`config.mk`:
```
export PLATFORM = sky130hd
export DESIGN_NAME = sim_uart_tx
export DESIGN_NICKNAME = d
export VERILOG_FILES = /design/src/rtl/sim_uart_tx.sv
export SDC_FILE = /design/constraint.sdc
export NUM_CORES = 1
export LEC_CHECK = 0
export ABC_CLOCK_PERIOD_IN_PS = 7100
export BUFFER_PORTS_ARGS = -buffer_cell sky130_fd_sc_hd__buf_2
export CAP_MARGIN = 20
export CORE_ASPECT_RATIO = 1.5
export CORE_MARGIN = 3
export CORE_UTILIZATION = 34
export CTS_CLUSTER_SIZE = 8
export DETAILED_ROUTE_END_ITERATION = 10
export PLACE_DENSITY_LB_ADDON = 0.25
export SKIP_CTS_REPAIR_TIMING = 1
export SLEW_MARGIN = 20
export SYNTH_ARGS = -nofsm -noshare
export SYNTH_HDL_FRONTEND = slang
export SYNTH_SLANG_ARGS = --single-unit
```
`constraint.sdc`:
```
create_clock -name clk_i -period 7.1 [get_ports clk_i]
set_input_delay 1.065 -clock clk_i [delete_from_list [all_inputs] [get_ports clk_i]]
set_output_delay 1.065 -clock clk_i [all_outputs]
set_load 0.1 [all_outputs]
```
`src/rtl/sim_uart_tx.sv`:
```
// Testbench-side UART transmitter: a small byte FIFO drains into a
// start/data/parity/stop serialiser whose line output comes straight from a flop.
module sim_uart_tx #(
  parameter int ClkFreq   = 500_000,
  parameter int Baud      = 7_200,
  parameter int FifoDepth = 4,
  parameter bit ParityEn  = 1'b0,
  parameter bit ParityOdd = 1'b0,
  parameter int StopBits  = 1
) (
  input  logic                           clk_i,
  input  logic                           rst_ni,
  input  logic                           active_i,
  input  logic [7:0]                     wdata_i,
  input  logic                           wvalid_i,
  output logic                           wready_o,
  output logic                           tx_o,
  output logic                           busy_o,
  output logic [$clog2(FifoDepth+1)-1:0] fifo_depth_o
);

  localparam int ClksPerBit = ClkFreq / Baud;
  localparam int CntW       = (ClksPerBit > 1) ? $clog2(ClksPerBit) : 1;
  localparam int DepthW     = $clog2(FifoDepth + 1);
  localparam int PtrW       = (FifoDepth > 1) ? $clog2(FifoDepth) : 1;

  localparam logic [CntW-1:0]   CycLast   = CntW'(ClksPerBit - 1);
  localparam logic [PtrW-1:0]   PtrLast   = PtrW'(FifoDepth - 1);
  localparam logic [DepthW-1:0] DepthFull = DepthW'(FifoDepth);
  localparam logic [2:0]        StopLast  = 3'(StopBits - 1);

  if (ClksPerBit < 2) begin : g_chk_clks
    $error("sim_uart_tx: ClkFreq / Baud must be at least 2");
  end
  if (FifoDepth < 1) begin : g_chk_depth
    $error("sim_uart_tx: FifoDepth must be at least 1");
  end
  if ((StopBits != 1) && (StopBits != 2)) begin : g_chk_stop
    $error("sim_uart_tx: StopBits must be 1 or 2");
  end

  typedef enum logic [2:0] {
    ST_IDLE   = 3'd0,
    ST_START  = 3'd1,
    ST_DATA   = 3'd2,
    ST_PARITY = 3'd3,
    ST_STOP   = 3'd4
  } state_e;

  function automatic logic parity_bit(input logic [7:0] data, input logic odd);
    return (^data) ^ odd;
  endfunction

  function automatic logic [PtrW-1:0] ptr_inc(input logic [PtrW-1:0] ptr);
    logic [PtrW-1:0] nxt;
    if (ptr == PtrLast) begin
      nxt = {PtrW{1'b0}};
    end else begin
      nxt = ptr + PtrW'(1);
    end
    return nxt;
  endfunction

  logic [7:0]        mem_r [FifoDepth];
  logic [PtrW-1:0]   wr_ptr_r;
  logic [PtrW-1:0]   rd_ptr_r;
  logic [DepthW-1:0] count_r;
  logic [DepthW-1:0] count_s;
  logic              wready_r;
  logic              push_s;
  logic              pop_s;
  logic [7:0]        head_s;

  state_e            state_r;
  state_e            state_s;
  logic [CntW-1:0]   cyc_r;
  logic [CntW-1:0]   cyc_s;
  logic [2:0]        bit_r;
  logic [2:0]        bit_s;
  logic [7:0]        shift_r;
  logic [7:0]        shift_s;
  logic              par_r;
  logic              par_s;
  logic              tx_r;
  logic              tx_s;
  logic              busy_r;
  logic              cyc_wrap_s;
  logic              can_start_s;

  // No full pass-through: a pop in the same cycle does not reopen a full FIFO.
  assign push_s      = wvalid_i && wready_r;
  assign head_s      = mem_r[rd_ptr_r];
  assign cyc_wrap_s  = (cyc_r == CycLast);
  assign can_start_s = (count_r != {DepthW{1'b0}}) && active_i;

  // FIFO occupancy after this cycle's push and pop.
  always_comb begin
    count_s = count_r;
    case ({push_s, pop_s})
      2'b10:   count_s = count_r + DepthW'(1);
      2'b01:   count_s = count_r - DepthW'(1);
      default: count_s = count_r;
    endcase
  end

  // Frame sequencer: next state, bit/cycle counters and shifter load/shift.
  always_comb begin
    state_s = state_r;
    bit_s   = bit_r;
    shift_s = shift_r;
    par_s   = par_r;
    pop_s   = 1'b0;
    if (cyc_wrap_s) begin
      cyc_s = {CntW{1'b0}};
    end else begin
      cyc_s = cyc_r + CntW'(1);
    end
    case (state_r)
      ST_IDLE: begin
        cyc_s = {CntW{1'b0}};
        if (can_start_s) begin
          state_s = ST_START;
          pop_s   = 1'b1;
          shift_s = head_s;
          par_s   = parity_bit(head_s, ParityOdd);
          bit_s   = 3'd0;
        end else begin
          state_s = ST_IDLE;
        end
      end
      ST_START: begin
        if (cyc_wrap_s) begin
          state_s = ST_DATA;
          bit_s   = 3'd0;
        end else begin
          state_s = ST_START;
        end
      end
      ST_DATA: begin
        if (cyc_wrap_s) begin
          shift_s = {1'b0, shift_r[7:1]};
          if (bit_r == 3'd7) begin
            bit_s = 3'd0;
            if (ParityEn) begin
              state_s = ST_PARITY;
            end else begin
              state_s = ST_STOP;
            end
          end else begin
            bit_s = bit_r + 3'd1;
          end
        end else begin
          state_s = ST_DATA;
        end
      end
      ST_PARITY: begin
        if (cyc_wrap_s) begin
          state_s = ST_STOP;
          bit_s   = 3'd0;
        end else begin
          state_s = ST_PARITY;
        end
      end
      ST_STOP: begin
        // The last stop cycle chains straight into the next start bit.
        if (cyc_wrap_s) begin
          if (bit_r == StopLast) begin
            if (can_start_s) begin
              state_s = ST_START;
              pop_s   = 1'b1;
              shift_s = head_s;
              par_s   = parity_bit(head_s, ParityOdd);
              bit_s   = 3'd0;
            end else begin
              state_s = ST_IDLE;
              bit_s   = 3'd0;
            end
          end else begin
            bit_s = bit_r + 3'd1;
          end
        end else begin
          state_s = ST_STOP;
        end
      end
      default: begin
        state_s = ST_IDLE;
        cyc_s   = {CntW{1'b0}};
        bit_s   = 3'd0;
      end
    endcase
  end

  // Line level for the cycle after the next edge.
  always_comb begin
    tx_s = 1'b1;
    case (state_s)
      ST_START:  tx_s = 1'b0;
      ST_DATA:   tx_s = shift_s[0];
      ST_PARITY: tx_s = par_s;
      default:   tx_s = 1'b1;
    endcase
  end

  // FIFO storage and pointers.
  always_ff @(posedge clk_i or negedge rst_ni) begin
    if (!rst_ni) begin
      for (int i = 0; i < FifoDepth; i++) begin
        mem_r[i] <= 8'h00;
      end
      wr_ptr_r <= {PtrW{1'b0}};
      rd_ptr_r <= {PtrW{1'b0}};
      count_r  <= {DepthW{1'b0}};
      wready_r <= 1'b1;
    end else begin
      if (push_s) begin
        mem_r[wr_ptr_r] <= wdata_i;
        wr_ptr_r        <= ptr_inc(wr_ptr_r);
      end
      if (pop_s) begin
        rd_ptr_r <= ptr_inc(rd_ptr_r);
      end
      count_r  <= count_s;
      wready_r <= (count_s != DepthFull);
    end
  end

  // Sequencer state and registered line/busy outputs.
  always_ff @(posedge clk_i or negedge rst_ni) begin
    if (!rst_ni) begin
      state_r <= ST_IDLE;
      cyc_r   <= {CntW{1'b0}};
      bit_r   <= 3'd0;
      shift_r <= 8'h00;
      par_r   <= 1'b0;
      tx_r    <= 1'b1;
      busy_r  <= 1'b0;
    end else begin
      state_r <= state_s;
      cyc_r   <= cyc_s;
      bit_r   <= bit_s;
      shift_r <= shift_s;
      par_r   <= par_s;
      tx_r    <= tx_s;
      busy_r  <= (state_s != ST_IDLE);
    end
  end

  assign wready_o     = wready_r;
  assign tx_o         = tx_r;
  assign busy_o       = busy_r;
  assign fifo_depth_o = count_r;

endmodule

```
==> impl_results.md <==
* Reg2Reg Setup Slack at 4.00 ns
* Power Total at between 1 and 1.5 mW
* Clock sink count at 64
* Dominant cell by count in the synthesized netlist: sky130_fd_sc_hd__dfrtp_1
* Biggest area contributors in the synthesized netlist: sky130_fd_sc_hd__dfrtp_1, sky130_fd_sc_hd__mux2_2, sky130_fd_sc_hd__mux4_2
* Crit Path Max Fanout at 14
* Slowest cell on crit path: sky130_fd_sc_hd__a21oi_2
* Post-synthesis area per instance at 12.9 sq um
* Final Wtd Congestion at between 0.7 and 0.8
* Critical Path Sink Type: register
* Sum of overflow across all layers after global routing at 0
* Post-synthesis net count at 266
* Number of warnings printed during yosys synthesis at 0
* Accumulated negative setup slack at 0 ns
* Most used DFF post-synth: sky130_fd_sc_hd__dfrtp_1
* Area of the core at 0.00888 sq mm
* Final Cycle Share at 43.7%
* Buffers added on ports at 17
* Cell family contributing the most delay on the critical path: adder cells
* Worst r2r src: cyc_r[0]
* Met1 wire length at 2.55 mm
* First-pass GRT wire length at 10.2 mm
* Number of antenna cells inserted at 0
* Router iterations before antenna repair at 4
* Maxcap violations at 0
* Number of DRC violations after detailed-routing iteration 0 at 67
* Number of design rule violations left after detail routing at 0
* Detailed-route via count at 1916
* Number of global-route vias before repair at 2031
* Top routing layer in use: met4
* Num CTS Buffers at 9
* Number of pins exceeding their max-slew limit in the final report at 0
* Flops & latches, synth at 64
* Total length of routed wires at 5.96 mm
* CTS root buffer: sky130_fd_sc_hd__clkbuf_16
* Syn-to-layout area delta at 16.9%
* Number of standard cells after synthesis at 242
* CTS H-tree depth at 3
* Antenna violations before repair at 0
* Static leakage at 1.69 nW
* Classification of the worst-slack hold path: reg2reg
* Largest net degree at the start of global routing at 65
* Skew-Pair Late Insertion Delay at 0.32 ns
* List of cells traversed by the critical path: inv_1 > ha_1 > nand4b_4 > or3_4 > a21oi_2 > ha_1 > inv_1 > fa_1 > xor2_1 > nor2_1 > xor2_1 > nand2_1
* Final setup violating endpoints at 0
* Share of synthesized registers carrying an async set or reset at between 90% and 100%
* Worst path arrival time at between 3 and 4 ns
* Transition at the pin with the smallest max-transition slack at 0.805 ns
* CP peak stage delay at 0.53 ns
* Peak clock frequency supported by timing at 0.322 GHz
* Number of hold violations in the final report at 0
* Vertical die dimension at 123 um
* Most frequent cells after synthesis: sky130_fd_sc_hd__dfrtp_1, sky130_fd_sc_hd__mux2_2, sky130_fd_sc_hd__inv_1, sky130_fd_sc_hd__nor2_1
* EDFF count, synth at 0
* Boundary Pins at 18
* Largest area contributor in the synthesized netlist: sky130_fd_sc_hd__dfrtp_1
* Routed wl met2 at 3.15 mm
* Critical path launch point type: register
* Launch instance of the worst min-delay path: shift_r[4]
* Die Footprint at 0.0104 sq mm
* Placement Rows at 42
* Kind of critical path: reg2reg
* Cell Pwr Density at 394 mW/mm^2
* Fraction of final layout cells sized beyond drive strength 1 at 33.0%
* Synthesized cell area at 0.00312 sq mm
* Post-synth top area share at approximately half
* Setup repair after global routing missed its margin: false
* Sequential-to-total area share from yosys stat at roughly 51%
* Status: complete, no violations
* Vias per cell at roughly 5.0
* Maximum buffer depth of the clock tree at 2
* Average wire length per cell after detail routing at 15.7 um
* Chip Width at 84.3 um
* Worst path required time at 7.35 ns
* CTS tree: yes
* Effective utilization at floorplan at 35.2%
* Count of different cell masters after synthesis at 43
* Final net count at a little under 300
* Met3 wirelength from detailed routing at between 150 and 200 um
* Launch point of the worst path: cyc_r[0]
* Detailed-placement wirelength estimate at 4.18 mm
* Worst Skew at around 0.0061 ns
* Buffers and inverters on the worst path at 2
* Clock edge transition at the registers on the reported setup and hold paths at about 0.060 ns
* IR drop worst, VDD at 0.229 mV
* Max-slew headroom at 46.3%
* Gr usage total at between 10% and 20%
* Antenna Nets Post-Route at 0
* Final critical delay including setup and external delays at 3.10 ns
## logic make-up after synthesis
family | count (synthesis) | share of synthesized area, %
flops | 64 | 51.3
simple gates | 52 | 8.97
mux | 46 | 19.4
compound gates | 32 | 7.97
buf+inv | 19 | 2.48
xor+xnor | 17 | 4.77
fa+ha+maj | 12 | 5.05
## metal layers
| layer | vias up | track usage [%] |
|---|---|---|
| li1 | 912 | - |
| met1 | 965 | 15.1 |
| met2 | 30 | 21.9 |
| met3 | 9 | 3.00 |
| met4 | 0 | 5.13 |
| met5 | - | 0 |
## placed cells by master, fill, tap and decap left out, types with 5 or more instances in the layout
master                       n
sky130_fd_sc_hd__dfrtp_1    62
sky130_fd_sc_hd__mux2_2     37
sky130_fd_sc_hd__buf_2      17
sky130_fd_sc_hd__inv_1      13
sky130_fd_sc_hd__nor2_1     13
sky130_fd_sc_hd__nand3_1    12
sky130_fd_sc_hd__xnor2_1    12
sky130_fd_sc_hd__ha_1       11
sky130_fd_sc_hd__clkbuf_16   9
sky130_fd_sc_hd__nand2_1     8
sky130_fd_sc_hd__mux4_2      8
sky130_fd_sc_hd__a21o_1      8
sky130_fd_sc_hd__a22o_1      7
sky130_fd_sc_hd__xor2_1      5
## state kept, by name, summed over array words and instances, names as in the netlist, 2 cells and up
signal	count
cyc_r	7
wr_ptr_r	2
shift_r	8
rd_ptr_r	2
state_r	3
fifo_depth_o	3
mem_r	32
bit_r	3
## final timing paths
kind | end | cells past startpoint
max | wready_o | 12
min | shift_r[4] | 1
max reg2reg | wready_o | 12
min reg2reg | shift_r[4] | 1
max in group asynchronous | mem_r[24] | 2
min in group asynchronous | cyc_r[6] | 2
## per-stage QoR
stage | worst slack (ns) | cells | cell area, sq um | util [%] | hold slack [ns]
3_5_place_dp | 3.87 | 364 | 3330 | 37.4 | 0.471
3_3_place_gp | 3.97 | 364 | 3330 | 37.4 | 0.460
6_report | 4.00 | 380 | 3650 | 41.1 | 0.480
2_1_floorplan | 4.24 | 242 | 3120 | - | 0.450
5_1_grt | 3.77 | 380 | 3650 | 41.1 | 0.498
4_1_cts | 3.97 | 380 | 3650 | 41.1 | 0.483
## cell type report
| class | instances | area, sq um |
|---|---|---|
| Multi-Input combinational cell | 159 | 1440 |
| Fill cell | 849 | 5230 |
| Inverter | 13 | 48.8 |
| Clock inverter | 7 | 103 |
| Sequential cell | 64 | 1600 |
| Timing Repair Buffer | 18 | 92.6 |
| Tap cell | 110 | 138 |
| Clock buffer | 9 | 225 |
## power by group
part,internal (mW),switching [mW]
registers,0.477,0.0637
clock network,0.311,0.168
logic,0.202,0.216
total,0.990,0.448
No activity file was read; power rests on OpenSTA's default activity.
